==> src/rtl/regfile_write_arbiter.sv <==
// regfile_write_arbiter
//   Shares the register file's single write port between the ALU writeback (A)
//   and the memory-load writeback (B). When both requesters want the port in the
//   same cycle, round-robin arbitration picks one of them. The write port outputs
//   are registered and go straight to the RegisterFile. The same registered write
//   is exposed on pend_* so that decode can spot read-after-write hazards.
module regfile_write_arbiter #(
    parameter int DATA_W  = 8,
    parameter int ADDR_W  = 5,
    parameter int DROP_R0 = 1,
    parameter int CNT_W   = 8
) (
    input  logic              clk,
    input  logic              reset,
    input  logic              a_valid,
    input  logic [ADDR_W-1:0] a_rd,
    input  logic [DATA_W-1:0] a_data,
    output logic              a_ready,
    input  logic              b_valid,
    input  logic [ADDR_W-1:0] b_rd,
    input  logic [DATA_W-1:0] b_data,
    output logic              b_ready,
    output logic              write_enable,
    output logic [ADDR_W-1:0] rd,
    output logic [DATA_W-1:0] write_data,
    output logic              pend_valid,
    output logic [ADDR_W-1:0] pend_rd,
    output logic [CNT_W-1:0]  conflict_cnt
);

    localparam logic GRANT_A = 1'b0;
    localparam logic GRANT_B = 1'b1;

    // Saturating increment: the counter sticks at all-ones.
    function automatic logic [CNT_W-1:0] sat_inc(input logic [CNT_W-1:0] v);
        if (v == {CNT_W{1'b1}})
            return v;
        return v + CNT_W'(1);
    endfunction

    // A write that reaches r0 completes its handshake. It still drives write_enable
    // low when r0 is hard-wired.
    function automatic logic write_kept(input logic [ADDR_W-1:0] r);
        return !((DROP_R0 != 0) && (r == '0));
    endfunction

    logic              last_grant_q;
    logic              a_ready_p0;
    logic              b_ready_p0;
    logic              xfer_p0;
    logic              conflict_p0;
    logic [ADDR_W-1:0] sel_rd_p0;
    logic [DATA_W-1:0] sel_data_p0;

    logic              vld_p1;
    logic [ADDR_W-1:0] rd_p1;
    logic [DATA_W-1:0] data_p1;
    logic [CNT_W-1:0]  conflict_q;

    // ---- Stage p0: combinational grant and write-port mux ----

    // Round-robin grant. During reset no grant is issued, so a pending request
    // is not consumed.
    always_comb begin
        a_ready_p0 = 1'b0;
        b_ready_p0 = 1'b0;
        if (!reset) begin
            if (a_valid && b_valid) begin
                a_ready_p0 = (last_grant_q == GRANT_B);
                b_ready_p0 = (last_grant_q == GRANT_A);
            end else begin
                a_ready_p0 = a_valid;
                b_ready_p0 = b_valid;
            end
        end
    end

    // Select the winning requester's register index and data.
    always_comb begin
        xfer_p0     = a_ready_p0 | b_ready_p0;
        conflict_p0 = a_valid & b_valid;
        sel_rd_p0   = b_ready_p0 ? b_rd   : a_rd;
        sel_data_p0 = b_ready_p0 ? b_data : a_data;
    end

    // Remember who won the last transfer. After reset it points at B, so A
    // wins the first conflict.
    always_ff @(posedge clk or posedge reset) begin
        if (reset)
            last_grant_q <= GRANT_B;
        else if (xfer_p0)
            last_grant_q <= b_ready_p0 ? GRANT_B : GRANT_A;
    end

    // ---- Stage p1: registered write port ----

    // Register the granted write. rd and data hold their values when there is no
    // transfer. A dropped r0 write still updates rd and data.
    always_ff @(posedge clk or posedge reset) begin
        if (reset) begin
            vld_p1  <= 1'b0;
            rd_p1   <= '0;
            data_p1 <= '0;
        end else begin
            vld_p1 <= xfer_p0 && write_kept(sel_rd_p0);
            if (xfer_p0) begin
                rd_p1   <= sel_rd_p0;
                data_p1 <= sel_data_p0;
            end
        end
    end

    // Count the cycles in which both requesters were valid. The count saturates.
    always_ff @(posedge clk or posedge reset) begin
        if (reset)
            conflict_q <= '0;
        else if (conflict_p0)
            conflict_q <= sat_inc(conflict_q);
    end

    assign a_ready      = a_ready_p0;
    assign b_ready      = b_ready_p0;
    assign write_enable = vld_p1;
    assign rd           = rd_p1;
    assign write_data   = data_p1;
    assign pend_valid   = vld_p1;
    assign pend_rd      = rd_p1;
    assign conflict_cnt = conflict_q;

endmodule
==> config.mk <==
export PLATFORM = sky130hd
export DESIGN_NAME = regfile_write_arbiter
export DESIGN_NICKNAME = d
export VERILOG_FILES = /design/src/rtl/regfile_write_arbiter.sv
export SDC_FILE = /design/constraint.sdc
export NUM_CORES = 1
export LEC_CHECK = 0
export ABC_AREA = 1
export CAP_MARGIN = 20
export CORE_MARGIN = 4
export CORE_UTILIZATION = 30
export CTS_BUF_LIST = sky130_fd_sc_hd__clkbuf_16
export CTS_CLUSTER_DIAMETER = 40
export DETAILED_ROUTE_END_ITERATION = 10
export PLACE_DENSITY_LB_ADDON = 0.15
export SLEW_MARGIN = 5
export SYNTH_ARGS = -nofsm -noshare
export SYNTH_HDL_FRONTEND = slang
export SYNTH_SLANG_ARGS = --single-unit
==> constraint.sdc <==
create_clock -name clk -period 1.55 [get_ports clk]
set_clock_uncertainty 0.2 [all_clocks]
set_input_delay 0.155 -clock clk [delete_from_list [all_inputs] [get_ports clk]]
set_output_delay 0.155 -clock clk [all_outputs]
set_load 0.02 [all_outputs]
==> flow_summary.json <==
{
  "power.density_nw_per_um2": 1079,
  "first_global_vias": 1311,
  "numPlacedInstances": 278,
  "setup_ws_ns": 0.004112,
  "diodes": 0,
  "wl_per_cell_um": 11.81,
  "post-synth-top-count-cell": "nand2_1",
  "setup_viol": 0,
  "clock_latency_ns": 0.26,
  "synthesis.nets": 188,
  "dieArea_sq_um": 5272,
  "path_cells": "inv_2 -> a211oi_2 -> buf_4",
  "row_count": 23,
  "status": "complete, no violations",
  "critPathMaxStageDelay_ns": 0.54,
  "num_vias": 1270,
  "grt_pass1_wl_mm": 5.664,
  "seq_area_frac_synth": 0.4605,
  "maxCapViolCount": 0,
  "relSlewSlack": 0.7985,
  "final_area_sq_um": 2103,
  "cts.sinks": 23,
  "startpoint_type": "register",
  "rsz0062_at_grt": "true",
  "post-route-period-util": 0.9973,
  "antenna_found_initial": 0,
  "grt_overflow_total": 0,
  "io_pins": 60,
  "io_buffers": 59,
  "critPathSlowestCell": "dfstp_2",
  "grt_max_degree": 24,
  "cp_top_family": "flip-flops",
  "post-place-ws_ns": -0.4176,
  "required_ns": 1.19,
  "hold_class": "in2async",
  "syn_area_sq_um": 1252,
  "vias_per_cell": 4.472,
  "cp-end-kind": "output pin",
  "hold_viol": 0,
  "finalWirelength_mm": 3.354,
  "max_freq_mhz": 646.9,
  "path_clk_slew_ns": 0.06,
  "yosys-top-cells-area": "dfrtp_1, nand2_1, inv_1",
  "yosysUniqueCellTypes": 23,
  "slew_violations": 0,
  "finalCriticalPeriod_ns": 1.546,
  "finalNonFillerCells": 284,
  "drt_first_iter_violations": 30,
  "die_w_um": 72.61,
  "yosysTopAreaCellShare": 0.4396,
  "layout-drive-gt1-share": 0.2265,
  "placed_cell_area_sq_um": 1999,
  "drc": 0,
  "start_util": 0.3109,
  "area_delta_synth_final_pct": 67.93,
  "tritoncts": "done",
  "synth_common_cells": "nand2_1, dfrtp_1, inv_1",
  "cts_made_buffers": 3,
  "cp.arrival_ns": 1.19,
  "nets": 266,
  "cts-root-buf": "clkbuf_16",
  "worst_pin_slew_ns": 0.3022,
  "synth_edf_count": 0,
  "syn_inst": 157,
  "cts.path.max_buffers": 2,
  "h-tree-depth": 1,
  "core_sq_um": 4029,
  "dr.pass1.iters": 4,
  "ys_seq_elements": 23,
  "gp_congestion": 0.7617,
  "yosysTopAreaCell": "dfrtp_1",
  "yosysWarningCount": 0,
  "synth_ff_type": "dfrtp_1",
  "critPathKind": "reg2out",
  "nFillCells": 404,
  "critPathMaxFanout": 2,
  "final_util": 0.5221,
  "synth-async-reset-ratio": 1.000,
  "postRouteAntennaNets": 0,
  "power.leakage_nw": 1.040,
  "die_h_um": 72.61,
  "syn-mean-instance-area_sq_um": 7.977,
  "path_buf_inv": 2,
  "ir_drop_uv": 436.2,
  "dp_hpwl_mm": 2.639,
  "track_usage": 0.1350,
  "power_w": 0.002269
}
sequential cells by signal, indices dropped and copies added, names as in the netlist:
register,count
conflict_cnt,8
last_grant_q,1
pend_rd,5
pend_valid,1
write_data,8
path summary, 6_finish.rpt:
check | end | from | cells after the start | slack, ns
hold reg to reg | pend_rd[1] | pend_rd[1] | 2 | 0.30
setup reg to reg | write_data[2] | last_grant_q | 6 | 0.04
min in group clk | write_data[3] | b_data[3] | 3 | 0.25
setup / recovery | a_ready | last_grant_q | 3 | 0.004
max in group asynchronous | last_grant_q | reset | 3 | 0.68
hold / removal | write_data[7] | reset | 3 | 0.19
cell families (layout without fill, tap and decap cells):
family	Yosys count	count (layout)	synth area share
simple gates	81	81	0.2747
compound gates	19	19	0.09990
flops	23	23	0.4605
fa+ha+maj	1	1	0.009988
xor+xnor	5	5	0.03496
buf+inv	28	105	0.1199
per-stage QoR:
| stage | TNS [ns] | hold slack [ns] |
|---|---|---|
| after CTS | -0.05492 | 0.2025 |
| after detailed placement | -3.650 | 0.3095 |
| after global placement | -2.718 | 0.3012 |
| after floorplan | 0 | -0.1569 |
| after global routing | -0.2504 | 0.2370 |
| final | 0 | 0.1946 |
power by group:
group,leakage [nW],internal [W],switching (W)
Sequential,0.271,0.000722,0.000112
Clock,0.0409,0.000347,0.000218
Combinational,0.727,0.000423,0.000446
layout by cell type (no fill, tap or decap), types with 2 or more instances in the layout:
| cell type | instances |
|---|---|
| nand2_1 | 52 |
| clkdlybuf4s50_1 | 29 |
| dlygate4sd2_1 | 28 |
| buf_4 | 22 |
| dfrtp_1 | 20 |
| inv_1 | 13 |
| nor2_1 | 10 |
| nand3_1 | 7 |
| a31oi_1 | 7 |
| inv_2 | 5 |
| o21ai_1 | 5 |
| xnor2_1 | 4 |
| nand2_2 | 3 |
| nor2_2 | 3 |
| clkbuf_16 | 3 |
| o21ai_2 | 2 |
| o21ai_0 | 2 |
| nand3b_1 | 2 |
| dfrtp_2 | 2 |
timing repair:
action / 4_1_cts / 5_1_grt
endpoints found under the setup margin: 34 / 15
hold buffers: 0 / 0
buffers inserted: 0 / 2
gates resized for setup: 40 / 14
pin swaps: 1 / 5
tightest hold or removal path, cell delays in order:
cell,delay [ns]
clkdlybuf4s50_1,0.47
inv_2,0.11
buf_4,0.31
metal layers:
layer	part of all wire	wire, um	GRT usage
met3	0.069	232	0.03719
met1	0.41	1380	0.1540
met5	0	0	0
met4	0.016	55	0.05943
met2	0.50	1684	0.2345
cell type report:
type	instances	area, sq um	area share
timing repair buffer	82	737.0	0.3504
sequential	23	579.3	0.2754
multi-input combinational	106	570.5	0.2713
clock buffer	3	75.07	0.03569
inverter	19	73.82	0.03510
tap	50	62.56	0.02974
clock inverter	1	5.005	0.002380
Power figures use the tool's default switching activity.
